`src/rtl/ps2_scan_code_decoder_pkg.sv`:
```
// Shared constants and types for the PS/2 scan-code decoder:
// prefix bytes, frame length, receiver FSM states and the frame validity check.
package ps2_scan_code_decoder_pkg;

    localparam logic [7:0] PS2_PREFIX_EXT = 8'hE0;
    localparam logic [7:0] PS2_PREFIX_BRK = 8'hF0;
    localparam int         PS2_FRAME_BITS = 11;

    typedef enum logic [1:0] {
        IDLE  = 2'd0,
        RECV  = 2'd1,
        CHECK = 2'd2
    } ps2_state_e;

    // Frame layout after LSB-first capture: [0]=start, [8:1]=data, [9]=parity, [10]=stop.
    function automatic logic frame_is_good(input logic [PS2_FRAME_BITS-1:0] f);
        return ~f[0] & f[10] & (^f[9:1]);
    endfunction

endpackage

```
`src/rtl/ps2_scan_code_decoder_frame_rx.sv`:
```
// Framed PS/2 receiver: falling-edge detect, 11-bit capture with mid-frame timeout,
// and a one-cycle CHECK state that reports the byte with ok/error strobes.
module ps2_scan_code_decoder_frame_rx
    import ps2_scan_code_decoder_pkg::*;
#(
    parameter int TIMEOUT_CYCLES = 50000,
    parameter int TO_W           = 16
) (
    input  logic       clk_i,
    input  logic       rst_ni,
    input  logic       ps2_clk_i,
    input  logic       ps2_data_i,
    output logic [7:0] byte_o,
    output logic       frame_ok_o,
    output logic       check_err_o,
    output logic       timeout_err_o
);

    localparam logic [TO_W-1:0] TO_LAST = TO_W'(TIMEOUT_CYCLES - 1);
    localparam logic [3:0]      LAST_BIT = 4'(PS2_FRAME_BITS - 1);

    ps2_state_e                state_q;
    logic                      prev_clk_q;
    logic [3:0]                bit_cnt_q;
    logic [PS2_FRAME_BITS-1:0] shift_q;
    logic [TO_W-1:0]           to_cnt_q;

    logic fall_edge;
    logic timeout_hit;
    logic frame_good;

    assign fall_edge   = prev_clk_q & ~ps2_clk_i;
    assign timeout_hit = (state_q == RECV) && !fall_edge && (to_cnt_q == TO_LAST);
    assign frame_good  = frame_is_good(shift_q);

    assign byte_o        = shift_q[8:1];
    assign frame_ok_o    = (state_q == CHECK) &&  frame_good;
    assign check_err_o   = (state_q == CHECK) && !frame_good;
    assign timeout_err_o = timeout_hit;

    // Bits enter at the MSB so that after exactly 11 shifts the start bit sits at [0].
    always_ff @(posedge clk_i or negedge rst_ni) begin
        if (!rst_ni) begin
            state_q    <= IDLE;
            prev_clk_q <= 1'b1;
            bit_cnt_q  <= '0;
            shift_q    <= '0;
            to_cnt_q   <= '0;
        end else begin
            prev_clk_q <= ps2_clk_i;
            case (state_q)
                IDLE: begin
                    if (fall_edge && !ps2_data_i) begin
                        shift_q   <= {ps2_data_i, shift_q[PS2_FRAME_BITS-1:1]};
                        bit_cnt_q <= 4'd1;
                        to_cnt_q  <= '0;
                        state_q   <= RECV;
                    end
                end
                RECV: begin
                    if (fall_edge) begin
                        shift_q   <= {ps2_data_i, shift_q[PS2_FRAME_BITS-1:1]};
                        bit_cnt_q <= bit_cnt_q + 4'd1;
                        to_cnt_q  <= '0;
                        if (bit_cnt_q == LAST_BIT) begin
                            state_q <= CHECK;
                        end
                    end else if (timeout_hit) begin
                        to_cnt_q <= '0;
                        state_q  <= IDLE;
                    end else begin
                        to_cnt_q <= to_cnt_q + TO_W'(1);
                    end
                end
                CHECK: begin
                    state_q <= IDLE;
                end
                default: begin
                    state_q <= IDLE;
                end
            endcase
        end
    end

endmodule

```
`src/rtl/ps2_scan_code_decoder.sv`:
```
// PS/2 scan-code decoder top: folds E0/F0 prefixes into one key event per keystroke
// and registers the key/error outputs from the framed receiver.
module ps2_scan_code_decoder
    import ps2_scan_code_decoder_pkg::*;
#(
    parameter int TIMEOUT_CYCLES = 50000,
    parameter int TO_W           = 16
) (
    input  logic       CLK,
    input  logic       RESET_N,
    input  logic       PS2_CLK_DB,
    input  logic       PS2_DATA_DB,
    output logic [7:0] KEY_CODE,
    output logic       KEY_EXTENDED,
    output logic       KEY_RELEASE,
    output logic       KEY_VALID,
    output logic       FRAME_ERROR
);

    logic [7:0] rx_byte;
    logic       rx_ok;
    logic       rx_check_err;
    logic       rx_timeout_err;

    logic       ext_q;
    logic       brk_q;
    logic [7:0] key_code_q;
    logic       key_ext_q;
    logic       key_rel_q;
    logic       key_valid_q;
    logic       frame_error_q;

    ps2_scan_code_decoder_frame_rx #(
        .TIMEOUT_CYCLES (TIMEOUT_CYCLES),
        .TO_W           (TO_W)
    ) u_frame_rx (
        .clk_i         (CLK),
        .rst_ni        (RESET_N),
        .ps2_clk_i     (PS2_CLK_DB),
        .ps2_data_i    (PS2_DATA_DB),
        .byte_o        (rx_byte),
        .frame_ok_o    (rx_ok),
        .check_err_o   (rx_check_err),
        .timeout_err_o (rx_timeout_err)
    );

    // A timeout keeps pending prefixes; a corrupted frame discards them.
    always_ff @(posedge CLK or negedge RESET_N) begin
        if (!RESET_N) begin
            ext_q         <= 1'b0;
            brk_q         <= 1'b0;
            key_code_q    <= '0;
            key_ext_q     <= 1'b0;
            key_rel_q     <= 1'b0;
            key_valid_q   <= 1'b0;
            frame_error_q <= 1'b0;
        end else begin
            key_valid_q   <= 1'b0;
            frame_error_q <= rx_check_err | rx_timeout_err;
            if (rx_check_err) begin
                ext_q <= 1'b0;
                brk_q <= 1'b0;
            end else if (rx_ok) begin
                if (rx_byte == PS2_PREFIX_EXT) begin
                    ext_q <= 1'b1;
                end else if (rx_byte == PS2_PREFIX_BRK) begin
                    brk_q <= 1'b1;
                end else begin
                    key_code_q  <= rx_byte;
                    key_ext_q   <= ext_q;
                    key_rel_q   <= brk_q;
                    key_valid_q <= 1'b1;
                    ext_q       <= 1'b0;
                    brk_q       <= 1'b0;
                end
            end
        end
    end

    assign KEY_CODE     = key_code_q;
    assign KEY_EXTENDED = key_ext_q;
    assign KEY_RELEASE  = key_rel_q;
    assign KEY_VALID    = key_valid_q;
    assign FRAME_ERROR  = frame_error_q;

endmodule

```
`config.mk`:
```
export PLATFORM = sky130hd
export DESIGN_NAME = ps2_scan_code_decoder
export DESIGN_NICKNAME = d
export VERILOG_FILES = /design/src/rtl/ps2_scan_code_decoder_pkg.sv /design/src/rtl/ps2_scan_code_decoder_frame_rx.sv /design/src/rtl/ps2_scan_code_decoder.sv
export SDC_FILE = /design/constraint.sdc
export NUM_CORES = 1
export LEC_CHECK = 0
export CAP_MARGIN = 10
export CELL_PAD_IN_SITES_DETAIL_PLACEMENT = 1
export CELL_PAD_IN_SITES_GLOBAL_PLACEMENT = 2
export CORE_MARGIN = 3
export CORE_UTILIZATION = 39
export DETAILED_ROUTE_END_ITERATION = 8
export GPL_ROUTABILITY_DRIVEN = 1
export GPL_TIMING_DRIVEN = 1
export PLACE_DENSITY = 0.82
export SYNTH_ARGS = -nofsm -noshare
export SYNTH_HDL_FRONTEND = slang
export SYNTH_SLANG_ARGS = --single-unit
```
`constraint.sdc`:
```
create_clock -name CLK -period 2.8 [get_ports CLK]
set_clock_uncertainty 0.1 [all_clocks]
set_input_delay 0.42 -clock CLK [delete_from_list [all_inputs] [get_ports CLK]]
set_output_delay 0.42 -clock CLK [all_outputs]
set_load 0.005 [all_outputs]
```
[Word level (Yosys, flattened, before mapping)]
Index checks and enable logic that the tools add are counted.
Storage, ports and cells
  flip-flop bits (word level): 48
  input bits: 4
  output and inout bits: 12
  word-level logic and storage cells: 80
Cells by class
  add/sub/neg operators: 2
  equal/unequal tests: 12
  mux-type cells: 27
  bitwise operators: 9
  reductions and logical operators: 18
Operators by type and width (count)
  2-to-1 mux 16 bit: 3
  case mux 16 bit (2 select lines): 1
  2-to-1 mux 11 bit: 2
  case mux 11 bit (2 select lines): 1
  adder 16 x 1 -> 16 bit (second input constant): 1
  equality test 16 bit (second input constant): 1
  equality test 8 bit (second input constant): 2
  2-to-1 mux 1 bit: 12
  XOR reduction 9 bit: 1
  2-to-1 mux 2 bit: 4
  2-to-1 mux 4 bit: 2
  case mux 4 bit (2 select lines): 1
  != test 3 bit (second input constant): 2
  AND reduction 2 bit: 3
  AND reduction 3 bit: 2
  logical AND 1 bit: 5
  NOT 1 bit: 5
  adder 4 x 1 -> 4 bit (second input constant): 1
  equality test 4 bit (second input constant): 1
  != test 2 x 1 -> 1 bit (second input constant): 2
  case mux 2 bit (2 select lines): 1
  AND reduction 4 bit: 1
  nonzero test 2 bit: 2
  bitwise AND 1 bit: 3
  other kinds (7): 9

[Depth between registers and ports, before layout]
  depth after elaboration: 8
  gate-level depth with buffers: 7
  gate-level depth less buffers: 6

[By module]
A second synthesis with hierarchy kept.
Second synthesis, totals
  cells, all modules: 223
  area total of the unflattened synthesis: 2427.3 sq um
By module, submodules not included
  ps2_scan_code_decoder_frame_rx: instances 1, cells an instance 178, area an instance 1863.0 sq um, seq. area each 852.1 sq um
  ps2_scan_code_decoder: instances 1, cells an instance 45, area an instance 564.3 sq um, seq. area each 350.3 sq um

[Worst setup path after synthesis]
No wires, ideal clock.
  path kind: register to register
  start: register u_frame_rx.shift_q[5]
  end: register key_code_q[1], in the netlist KEY_CODE[1]
  library setup time: 0.125 ns
  data arrival time: 1.865 ns
  data required time: 2.575 ns
  slack: 0.710 ns
  cell stages (with the launch flop): 8
  buffers on the path: 1
  period minus slack after synthesis: 2.090 ns
  cell sequence: dfrtp_1 > inv_1 > ha_1 > xnor3_2 > xnor2_4 > nand3_2 > buf_6 > mux2_4
On the way
  word-level cells in the longest chain between the ends: 6
  elaborated cells between the ends (all ways): 11
  those cells by class: 2 x eq/ne; 4 x bitwise; 5 x reduce/logical
RTL lines
  from (decl): line ps2_scan_code_decoder_frame_rx.sv:25  | logic [PS2_FRAME_BITS-1:0] shift_q;
  from (signal assigned): line ps2_scan_code_decoder_frame_rx.sv:54  | shift_q <= {ps2_data_i, shift_q[PS2_FRAME_BITS-1:1]};
  from (signal assigned): line ps2_scan_code_decoder_frame_rx.sv:62  | shift_q <= {ps2_data_i, shift_q[PS2_FRAME_BITS-1:1]};
  XOR reduction 9 bit: line ps2_scan_code_decoder_pkg.sv:17  | return ~f[0] & f[10] & (^f[9:1]);
  bitwise AND 1 bit: line ps2_scan_code_decoder_pkg.sv:17
  zero test 1 bit: line ps2_scan_code_decoder_frame_rx.sv:38  | assign check_err_o = (state_q == CHECK) && !frame_good;
  logical AND 1 bit: line ps2_scan_code_decoder_frame_rx.sv:38
  NOT 1 bit (no source line)
  AND reduction 4 bit (no source line) *
  to (signal assigned): line ps2_scan_code_decoder.sv:69  | key_code_q <= rx_byte;
  to (decl): line ps2_scan_code_decoder.sv:27  | logic [7:0] key_code_q;
Every way passes the cells marked *; elsewhere a longest branch is shown, timed or not.
A chain may end at the register's enable or synchronous reset.

[Worst setup path in the final report]
  start: register u_frame_rx.shift_q[5]
  end: register key_code_q[0], in the netlist KEY_CODE[0]
The elaborated chain is that of the path after synthesis.

==> results.toml <==
[outcome]
status = "complete, no violations"

[logic_synthesis]
post_synth_fa_ha_maj_area_fraction_pct = 4.147
yosys.area.top_type_share_pct = 48.73
number_of_nets_produced_by_synthesis = 231
synth.top_cells.by_area = "dfrtp_1 (49%), mux2_4 (5.6%), ha_1 (4.1%), mux2_1 (2.8%), o21ai_1 (2.7%)"
synth.distinct_cells = 51
synth-xor-area-share_pct = 3.214
dominant_combinational_cell_family_by_area_after_synthesis = "simple AND/OR/NAND/NOR gates"
synth.cell_area_um2 = 2414
syn_inst = 219
avgSynthCellArea_um2 = 11.02
synth_top_cell_by_area = "dfrtp_1"
synth-simple-area-share_pct = 15.50
synth_async_sr_flop_share_pct = 100.0
synth-compound-area-share_pct = 14.46
yosysSeqAreaShare_pct = 49.82
synthMuxAreaShare_pct = 8.813
yosys_warnings = 0
yosys_reg_bits = 48
number_of_flops_mapped_to_enable_cells_by_yosys = 0
synthFlopType = "dfrtp_1"

[routing]
firstDrtPassIters = 4
final_antenna_net_count = 0
initialDrtViolationCount = 91
routed_wl_per_cell_um = 16.89
wl_mm = 5.371
dr_vias_cell = 5.443
via_count = 1731
detail_route.drc_violations = 0

[pwr]
leakagePower_nw = 1.209
vdd_drop_max_mv = 0.6453
clock_power_share_pct = 20.4
power.combinational.fraction_pct = 39.3
power.internal_mw = 1.554
p_seq_share_pct = 40.3
power.total_mw = 2.429
sw_frac_of_total_pct = 36.00
netSwitchingPower_mw = 0.8745
power_per_cell_area_nw_per_um2 = 874.0

[clock_network]
insertion_delay_ns = 0.30
postCtsSetupBuffers = 0
cts_inserted_buffers = 5
clkSinkCount = 48
cts.reportedPaths.clkPinSlew_ns = 0.09
cts_hold_repair.buffers = 0
clock_tree_from_tritoncts = "yes"
buffers_from_clock_root_to_sink_at_most = 2
cts-root-buf = "clkbuf_8"
cts_resized = 0
h-tree-depth = 2

[critical_path]
endpoint_kind = "flop"
start_kind = "flop"
worst-endpoint-arrival_ns = 2.54
worst-path-max-fanout = 11
r2r_slack_ns = 0.35
critPathRequiredTime_ns = 2.88
cp_class = "reg -> reg"

[floorplanning]
chipWidth_um = 84.67
fp.coreArea_um2 = 5956
design.portCount = 16
die-height_um = 84.67
dieArea_um2 = 7168
initial_utilization_pct = 40.53
fp-row-count = 28

[finish]
antenna-diode-count = 0
final.fill_count = 671
area.growth.synth_to_final_pct = 15.14
final_net_count = 254
layout-drive-gt1-share_pct = 13.17

[timing]
min_period_ns = 2.453
max_clock_freq_ghz = 0.4077
tightestPinTransition_ns = 0.7436
setup_total_negative_slack_ns = 0
hold_violations = 0
setup_viol_count_final = 0
finalCritPeriodShare_pct = 87.59
final-max-slew-violation-count = 0
rsz_0062_raised_after_global_routing = "no"
slew_headroom_pct = 50.43
postLayoutSetupSlackWorst_ns = 0.3475

[placed_design]
detailedPlace.worstSlack_ns = 0.3486
portBuffers = 15
hpwlAfterDp_mm = 3.933
final_estimated_routing_congestion_in_global_placement = 0.7312

[global_routing]
groute.usage.overall_pct = 16.68
grt_start_max_net_pins = 32
initial_antenna_violation_count = 0
first_global_vias = 1877
first_pass_grt_wire_length_mm = 9.480
global_route.overflow_total = 0

[hold_path]
hold_path_class = "in -> async"

[job]
max-cap-violations = 0
layout by cell type (no fill, tap or decap), types with 2 or more instances in the layout:
cell	n
dfrtp_1	47
inv_1	16
clkdlybuf4s50_1	14
o21ai_1	13
nand2_1	10
a21oi_1	10
o21ai_0	9
mux2_4	9
nor2_1	8
ha_1	8
or3_1	7
nand3_1	7
buf_4	7
mux2_1	6
nand2b_1	5
nand4_1	5
clkbuf_8	5
o22ai_1	4
nor2b_1	3
and4_1	3
o211ai_1	3
a31oi_1	3
nor3_1	3
o2bb2ai_1	3
o31ai_1	2
and3_1	2
xor2_1	2
a41oi_1	2
cells by family (layout without fill, tap and decap cells):
group / count (synthesis) / after routing
adder cells (fa/ha/maj): 8 / 8
buffers and inverters: 23 / 47
XOR/XNOR: 5 / 5
AO/OA/AOI/OAI: 56 / 56
AND/OR/NAND/NOR: 63 / 63
multiplexers: 16 / 16
flip-flops: 48 / 48
flip-flops by register name, summed over array words and instances (netlist names):
name / cells
u_frame_rx.bit_cnt_q: 4
u_frame_rx.shift_q: 11
u_frame_rx.to_cnt_q: 16
ext_q: 1
brk_q: 1
u_frame_rx.prev_clk_q: 1
KEY_VALID: 1
KEY_RELEASE: 1
FRAME_ERROR: 1
KEY_CODE: 8
KEY_EXTENDED: 1
u_frame_rx.state_q: 2
area by class of cell:
| class | count | area [um2] | share of cell area (%) |
|---|---|---|---|
| Sequential cell | 48 | 1202 | 43.27 |
| Multi-Input combinational cell | 148 | 1114 | 40.07 |
| Timing Repair Buffer | 22 | 197.7 | 7.114 |
| Tap cell | 75 | 93.84 | 3.377 |
| Clock buffer | 6 | 72.57 | 2.611 |
| Inverter | 17 | 63.81 | 2.296 |
| Clock inverter | 2 | 35.03 | 1.261 |
synthesized netlist by cell type (2+ instances only):
cell type / count
and3_1: 2
clkbuf_1: 2
a21oi_1: 10
mux2_4: 9
buf_2: 3
a41oi_1: 2
dfrtp_1: 47
nand2_1: 10
nand4_1: 5
nand3_1: 7
o21ai_1: 13
xor2_1: 2
inv_1: 16
mux2_1: 6
ha_1: 8
and4_1: 3
or3_1: 7
o2bb2ai_1: 3
nor2b_1: 3
o211ai_1: 3
nor3_1: 3
o31ai_1: 2
o22ai_1: 4
nor2_1: 8
a31oi_1: 3
o21ai_0: 9
nand2b_1: 5
power by group through the flow:
stage          clock (mW)  sequential [mW]  combinational [mW]
5_1_grt             0.552             1.01                1.07
6_report            0.496            0.979               0.954
4_1_cts             0.516            0.979               0.970
3_5_place_dp            0            0.990               0.967
3_3_place_gp            0            0.981               0.932
2_1_floorplan           0            0.930               0.780
metrics by stage:
stage	cell area, um2	std cells	utilization (%)	hold WS, ns
after floorplan	2414	219	-	0.02441
after global placement	2671	310	44.85	0.3757
after detailed placement	2671	310	44.85	0.3994
after CTS	2779	318	46.66	0.1065
after global routing	2779	318	46.66	0.1062
final	2779	318	46.66	0.07775
path summary, 6_finish.rpt:
kind	from	endpoint	cells past startpoint
worst max-delay path	u_frame_rx.shift_q[5]	KEY_CODE[0]	6
worst min-delay path	RESET_N	KEY_CODE[6]	1
worst max register to register	u_frame_rx.shift_q[5]	KEY_CODE[0]	6
worst min register to register	KEY_CODE[0]	KEY_CODE[0]	1
max in group asynchronous	RESET_N	u_frame_rx.prev_clk_q	2
min in group CLK	KEY_CODE[0]	KEY_CODE[0]	1
worst max-delay path, stage by stage, from the launching register on:
cell     delay (ns)
dfrtp_1        0.40
inv_1          0.08
ha_1           0.29
xnor3_2        0.46
xnor2_4        0.21
nand3_2        0.35
mux2_1         0.44
per-layer routing:
metal  wire [um]  track usage [%]
met5           0                0
met2        2448            25.77
met3         124            3.238
met1        2748            23.80
met4          50            5.036
(Power assumes the default switching activity.)
